<file path="src/rtl/pwm_engine.sv">
// rtl/pwm_engine.sv - 256-tick PWM generator with prescaler, shadowed ratio and drain-on-disable
//
// Purpose:
//   Generates a PWM waveform whose period is 256 ticks, one tick every
//   clk_div+1 clocks.  The requested ratio is staged and only takes effect
//   at a period boundary, so a running period is never shortened or
//   stretched.  Dropping pwm_enable lets the current period finish (DRAIN)
//   before the engine parks in IDLE.
//
// Configuration:
//   PWM_OUT_INVERT_EN - when defined, pwm_signal is inverted everywhere,
//                       including its idle and reset level (which becomes 1).
//
// Ports:
//   clock        in   system clock, rising edge
//   reset        in   synchronous active-high reset
//   pwm_enable   in   request to generate PWM
//   pwm_ratio    in   [7:0] requested high time, in ticks out of 256
//   pwm_update   in   stages pwm_ratio (strobe or level)
//   clk_div      in   [DIV_WIDTH-1:0] prescale, one tick per clk_div+1 clocks
//   pwm_done     out  one-cycle pulse on the cycle after each period boundary
//   pwm_signal   out  registered PWM waveform
//   active_ratio out  [7:0] ratio currently in effect (shadow register)

module pwm_engine #(
    parameter int DIV_WIDTH = 8
) (
    input  logic                 clock,
    input  logic                 reset,
    input  logic                 pwm_enable,
    input  logic [7:0]           pwm_ratio,
    input  logic                 pwm_update,
    input  logic [DIV_WIDTH-1:0] clk_div,
    output logic                 pwm_done,
    output logic                 pwm_signal,
    output logic [7:0]           active_ratio
);

`ifdef PWM_OUT_INVERT_EN
    localparam logic OUT_INVERT = 1'b1;
`else
    localparam logic OUT_INVERT = 1'b0;
`endif

    localparam logic [DIV_WIDTH-1:0] PRE_ONE = {{(DIV_WIDTH-1){1'b0}}, 1'b1};

    typedef enum logic [1:0] {
        ST_IDLE  = 2'd0,
        ST_RUN   = 2'd1,
        ST_DRAIN = 2'd2
    } state_t;

    state_t               state;
    logic [DIV_WIDTH-1:0] prescaler;
    logic [7:0]           period_cnt;
    logic [7:0]           staging;
    logic                 pending;

    logic                 tick;
    logic                 boundary;

    // ">=" rather than "==": if clk_div is lowered below the current
    // prescaler value the tick still fires on the next clock instead of
    // waiting for the prescaler to wrap.
    always_comb begin
        tick     = 1'b0;
        boundary = 1'b0;
        if (state != ST_IDLE) begin
            tick     = (prescaler >= clk_div);
            boundary = tick && (period_cnt == 8'hFF);
        end
    end

    always_ff @(posedge clock) begin
        if (reset) begin
            state        <= ST_IDLE;
            prescaler    <= '0;
            period_cnt   <= 8'h00;
            staging      <= 8'h00;
            pending      <= 1'b0;
            active_ratio <= 8'h00;
            pwm_done     <= 1'b0;
            pwm_signal   <= OUT_INVERT;
        end else begin
            // Output uses the pre-edge counter and ratio: one cycle of latency.
            pwm_signal <= OUT_INVERT ^ ((state != ST_IDLE) && (period_cnt < active_ratio));
            pwm_done   <= boundary;

            case (state)
                ST_IDLE: begin
                    prescaler  <= '0;
                    period_cnt <= 8'h00;
                    pending    <= 1'b0;
                    if (pwm_enable) begin
                        // Load the ratio directly so the very first period is correct.
                        state        <= ST_RUN;
                        active_ratio <= pwm_ratio;
                    end
                end

                default: begin
                    if (tick) begin
                        prescaler  <= '0;
                        period_cnt <= period_cnt + 8'd1;
                    end else begin
                        prescaler  <= prescaler + PRE_ONE;
                    end

                    // An update landing exactly on the boundary bypasses
                    // staging so the newest value is never lost.
                    if (pwm_update) begin
                        if (boundary) begin
                            active_ratio <= pwm_ratio;
                            pending      <= 1'b0;
                        end else begin
                            staging      <= pwm_ratio;
                            pending      <= 1'b1;
                        end
                    end else if (boundary && pending) begin
                        active_ratio <= staging;
                        pending      <= 1'b0;
                    end

                    if (state == ST_DRAIN) begin
                        if (pwm_enable) begin
                            state <= ST_RUN;
                        end else if (boundary) begin
                            state <= ST_IDLE;
                        end
                    end else if (!pwm_enable) begin
                        state <= boundary ? ST_IDLE : ST_DRAIN;
                    end
                end
            endcase
        end
    end

endmodule

</file>
<file path="config.mk">
export PLATFORM = sky130hd
export DESIGN_NAME = pwm_engine
export DESIGN_NICKNAME = d
export VERILOG_FILES = /design/src/rtl/pwm_engine.sv
export SDC_FILE = /design/constraint.sdc
export NUM_CORES = 1
export LEC_CHECK = 0
export ABC_AREA = 1
export BUFFER_PORTS_ARGS = -buffer_cell sky130_fd_sc_hd__buf_2
export CAP_MARGIN = 40
export CORE_MARGIN = 1.5
export CORE_UTILIZATION = 56
export DETAILED_ROUTE_END_ITERATION = 12
export PLACE_DENSITY = 0.89
export REMOVE_ABC_BUFFERS = 1
export SETUP_SLACK_MARGIN = 0.02
export SYNTH_ARGS = -nofsm -noshare
export SYNTH_HDL_FRONTEND = slang
export SYNTH_SLANG_ARGS = --single-unit
</file>
<file path="constraint.sdc">
create_clock -name clock -period 2.3 [get_ports clock]
set_clock_uncertainty 0.2 [all_clocks]
set_input_delay 0.46 -clock clock [delete_from_list [all_inputs] [get_ports clock]]
set_output_delay 0.46 -clock clock [all_outputs]
set_load 0.05 [all_outputs]
</file>
# Word level (Yosys, flattened, before mapping)
# Cells that the tools add are included.
# W data, S select, Z words.
[word_totals]
regBits = 37
latch_bits = 0
ramBits = 0
mem_bits_ro = 0
output_inout_bits = 10
word_cells = 49
n_memories = 0
[classes]
n_addsub = 2
n_mul = 0
div = 0
order_cmp = 2
n_eq_ne = 6
shifts = 0
n_mux = 17
bitwise_logic = 2
n_reduce_logical = 12
[ops]
columns = ["cell", "count"]
rows = [
  ["$mux W8", 5],
  ["$add A8 B1 Y8 const B", 2],
  ["$mux W2", 7],
  ["$reduce_and A3 Y1", 3],
  ["$eq A8 B8 Y1 const B", 1],
  ["$ge A8 B8 Y1", 1],
  ["$lt A8 B8 Y1", 1],
  ["$ne A3 B1 Y1 const B", 2],
  ["$mux W1", 5],
  ["$reduce_bool A2 Y1", 2],
  ["$logic_and A1 B1 Y1", 3],
  ["$ne A3 B3 Y1 const B", 1],
  ["$reduce_bool A3 Y1", 1],
  ["$reduce_or A3 Y1", 1],
  ["$eq A2 B2 Y1 const B", 1],
  ["$logic_not A2 Y1", 1],
  ["$ne A2 B2 Y1 const B", 1],
  ["$not A1 Y1", 2],
  ["$reduce_or A2 Y1", 1],
]

# Longest topological paths before layout
[depth]
depth_word = 7
mapped_depth = 16
mapped_depth_nobuf = 15

# Worst setup path after synthesis
# Ideal clock, no wire load.
[synth_timing]
path_type = "input -> register"
from = "input clk_div[3]"
to = "register period_cnt[7]"
setup_ps = 120
arrival_ps = 1697
t_required_ps = 1980
setup_slack_ps = 283
cell_stages = 13
n_path_buf = 0
path_cell_list = "inv_1 > ha_1 > nand2_1 > nor2_1 > nor2_1 > nand2_1 > nand2_2 > nand2_4 > nand2_1 > nor2_4 > nand2_1 > o21ai_0 > a21oi_1"
[synth_via]
elab_chain_len = 2
[synth_rtl]
columns = ["element", "line_no", "text"]
rows = [
  ["from (decl)", "33", "input logic [DIV_WIDTH-1:0] clk_div,"],
  ["$ge A8 B8 Y1", "69", "tick = (prescaler >= clk_div);"],
  ["$mux W1", "68", "if (state != ST_IDLE) begin"],
  ["to (signal assigned)", "104", "period_cnt <= period_cnt + 8'd1;"],
  ["to (decl)", "55", "logic [7:0] period_cnt;"],
]
# No other way between the ends.
# A chain may end at the register's enable or synchronous reset.

# Final worst setup path
[layout_timing]
from = "register prescaler[0]"
to = "register active_ratio[7]"
[layout_via]
elab_chain_len = 6
elab_cells_between_ends = 7
classes_between = "order compare (1); eq/ne (1); mux (1); reduce/logical (4)"
[layout_rtl]
columns = ["element", "line_no", "text"]
rows = [
  ["from (decl)", "54", "logic [DIV_WIDTH-1:0] prescaler;"],
  ["from (signal assigned)", "106", "prescaler <= prescaler + PRE_ONE;"],
  ["$ge A8 B8 Y1 *", "69", ""],
  ["$logic_and A1 B1 Y1 *", "70", "boundary = tick && (period_cnt == 8'hFF);"],
  ["$mux W1 *", "68", ""],
  ["$logic_and A1 B1 Y1", "119", "end else if (boundary && pending) begin"],
  ["$reduce_bool A3 Y1 (no source line)", "--", ""],
  ["$reduce_and A3 Y1 (no source line) *", "--", ""],
  ["to (signal assigned)", "97", "active_ratio <= pwm_ratio;"],
  ["to (signal assigned)", "113", "active_ratio <= pwm_ratio;"],
  ["to (signal assigned)", "120", "active_ratio <= staging;"],
  ["to (decl)", "36", "output logic [7:0] active_ratio"],
]
# Every way passes the cells marked *; elsewhere a longest branch is shown, timed or not.

==> metrics.md <==
| Metric | Value |
|---|---|
| Die Height | `62.8 µm` |
| Internal power of the cells | `0.000854 W` |
| H-Tree Depth | `2` |
| Share of the core filled with cells | `0.660` |
| Final Hold Violating Endpoints | `0` |
| Starting Density | `0.592` |
| Post-CTS Setup Inserts | `0` |
| Crit path launch type | `flip-flop` |
| Hold slack | `0.147 ns` |
| Max Cap Viol | `0` |
| Initial antenna violation count | `0` |
| Netlist Area Pre-Place | `2010 µm²` |
| Static Leak | `1.08 nW` |
| Final clock period utilization by the worst path | `0.905` |
| Post-synthesis area per instance | `7.29 µm²` |
| Detailed Route Iter0 Violations | `70` |
| Clock buffer depth | `2` |
| Syn-to-layout area delta | `11.6%` |
| Area of the die | `3950 µm²` |
| Share of synthesized cell area in full adder, half adder and majority cells | `0.106` |
| Cell row count | `21` |
| DRC Markers | `0` |
| Final routed wire length divided by cell count | `11.1 µm` |
| Net switching component of the power | `0.000389 W` |
| Compound-Gate Fraction of Synth Area | `0.110` |
| Combinational share of power | `0.198` |
| Final std cell area, no fill | `2240 µm²` |
| Quantity of hold-fixing buffers added after cts | `0` |
| Synthesized netlist cell count | `275` |
| Number of primary I/O pins | `30` |
| Transition time of the tightest slew-check pin | `0.433 ns` |
| Multiplexer share of the synthesized area | `0.0112` |
| Switching share of total power | `0.313` |
| First-pass DRT Iterations | `5` |
| Final HPWL from detailed placement | `3.04 mm` |
| Element type at the critical path end | `flip-flop` |
| Synthesis Warnings | `0` |
| Tightest Hold Check Type | `primary input to flip-flop` |
| Power density over the cells | `555 nW/µm²` |
| Sequential-to-total area share from yosys stat | `0.369` |
| Clock tree sinks | `37` |
| Total CTS buffers | `5` |
| Most used cells in the layout excluding fill and tap cells | `sky130_fd_sc_hd__inv_1 (46), sky130_fd_sc_hd__nand2_1 (46), sky130_fd_sc_hd__nor2_1 (45)` |
| Vias/cell | `5.14` |
| Master cell of the clock root buffer | `sky130_fd_sc_hd__clkbuf_4` |
| Worst EP required | `2.38 ns` |
| Number of synthesized register bits | `37` |
| Routed vias | `1,818` |
| Fin Setup TNS | `0 ns` |
| Category of the most critical setup path | `flip-flop to flip-flop` |
| Worst slew slack as a fraction of its limit | `0.711` |
| Resized Gates After CTS | `0` |
| Global-route usage over all layers | `0.223` |
| Clock insertion delay at the later pin of the skew report | `0.35 ns` |
| Max Fanout on Critical Path | `16` |
| Status | `completed` |
| Maximum clock frequency | `480 MHz` |
| IR drop worst, VDD | `0.343 mV` |
| Critical Path AT | `2.16 ns` |
| Startpoint of the worst setup timing path | `prescaler[0]$_SDFF_PP0_` |
| Maximum number of pins on one net before global-route repair | `17` |
| Final min period | `2.08 ns` |
| Number of endpoints failing setup at the final stage | `0` |
| Startpoint of the lowest-slack hold path | `reset` |
| Total of buffers placed on input and output ports | `29` |
| Clock-pin slew on the worst setup and hold paths | `0.11 ns` |
| Routed Antenna Nets | `0` |
| Antenna Diode Count | `0` |
| Crit Reg-Reg Startpoint | `prescaler[0]$_SDFF_PP0_` |
| Post-Synth Simple-Gate Area | `0.282` |
| Xor-xnor portion of the synthesized cell area | `0.0175` |
| Unrepaired setup endpoints after global routing | `true` |
| Final count of pins violating max slew | `0` |
| CTS tree | `built` |
| Floorplan die width | `62.8 µm` |
| Number of nets in the layout | `346` |
| Seq pwr share | `0.552` |
| Relative contribution of the clock network to total power | `0.250` |
| Core Box Area | `3390 µm²` |
| Final wirelength | `3.93 mm` |
| Number of distinct library cells after synthesis | `30` |
| Ratio of cells with drive above 1 in the final layout | `0.175` |
| Combinational family with the most area after synthesis | `simple AND/OR/NAND/NOR gates` |
| Routability congestion estimate from global placement | `0.841` |
| Total power after layout | `0.00124 W` |
| Post-DP Area | `2190 µm²` |
| GRT overflow | `0` |
| Global-route wire length before repair | `7.07 mm` |
| Via count of the first global-routing pass | `1,789` |
[critical path, cell delays in order (launching register included)]
cell and delay [ns]:
sky130_fd_sc_hd__dfxtp_1 0.38, sky130_fd_sc_hd__inv_1 0.06, sky130_fd_sc_hd__ha_1 0.26, sky130_fd_sc_hd__nand2_1 0.05, sky130_fd_sc_hd__nor2_1 0.09, sky130_fd_sc_hd__nor2_1 0.04
sky130_fd_sc_hd__nand2_1 0.06, sky130_fd_sc_hd__nand2_2 0.07, sky130_fd_sc_hd__nand2_4 0.08, sky130_fd_sc_hd__nand3_4 0.09, sky130_fd_sc_hd__a21oi_2 0.16, sky130_fd_sc_hd__nand2_2 0.20
sky130_fd_sc_hd__nand2_1 0.11, sky130_fd_sc_hd__nand2_1 0.05, sky130_fd_sc_hd__nor2_1 0.11
[cells in the mapped netlist, drive strengths merged]
cell type | number | area (µm²)
or2 | 1 | 6.26
nor3 | 5 | 35.0
o21ai | 12 | 60.1
nand3 | 11 | 67.6
nor2 | 47 | 186
xor2 | 4 | 35.0
dfxtp | 37 | 741
nand4 | 4 | 31.3
buf | 4 | 32.5
mux2 | 2 | 22.5
ha | 17 | 213
a311oi | 1 | 8.76
a21boi | 1 | 7.51
nor4 | 1 | 6.26
nor3b | 3 | 22.5
a21oi | 22 | 114
o211ai | 2 | 15.0
o21a | 2 | 15.0
inv | 47 | 176
nand2 | 52 | 210
[worst paths after layout]
path | to | slack [ns] | cells after the start
worst max-delay path | active_ratio[7]$_SDFFE_PP0P_ | 0.22 | 14
worst min-delay path | state[0]$_SDFFE_PP0P_ | 0.15 | 2
worst max register to register | active_ratio[7]$_SDFFE_PP0P_ | 0.22 | 14
worst min register to register | staging[5]$_SDFFE_PP0P_ | 0.26 | 2
[area by class of cell]
cell class / count / area, µm²
timing repair buffer: 31 / 160
multi-input combinational: 187 / 1060
clock buffer: 5 / 37.5
fill: 298 / 1150
clock inverter: 1 / 5.00
sequential: 37 / 741
inverter: 47 / 176
tap: 46 / 57.6
[power by group through the flow]
stage	sequential (W)	clock, W	combinational (W)
floorplan	0.000757	0	0.000120
global placement	0.000699	0	0.000239
detailed placement	0.000700	0	0.000246
CTS	0.000686	0.000318	0.000247
global route	0.000690	0.000351	0.000276
finish	0.000686	0.000311	0.000246
[metal layers]
layer  share of wire  track usage  wire, µm
met1            0.43        0.234      1670
met2            0.50        0.419      1970
met3           0.056       0.0523       219
met4           0.017        0.100        65
met5               0            0         0
[kinds of logic after synthesis]
| kind of cell | count (synthesis) |
|---|---|
| AO/OA/AOI/OAI | 40 |
| XOR/XNOR | 4 |
| adder cells (fa/ha/maj) | 17 |
| buffers and inverters | 51 |
| flip-flops | 37 |
| multiplexers | 2 |
| AND/OR/NAND/NOR | 124 |
[through the flow]
step | std cells | setup slack (ns)
5_1_grt | 354 | 0.0177
3_5_place_dp | 348 | -0.0487
6_report | 354 | 0.218
2_1_floorplan | 271 | 0.283
4_1_cts | 354 | 0.144
3_3_place_gp | 348 | 0.0106
[state kept, by name (all words and copies together) (netlist names)]
| signal | cells |
|---|---|
| pwm_done | 1 |
| pwm_signal | 1 |
| active_ratio | 8 |
| state | 2 |
| prescaler | 8 |
| period_cnt | 8 |
| staging | 8 |
| pending | 1 |
(Power assumes the default switching activity.)
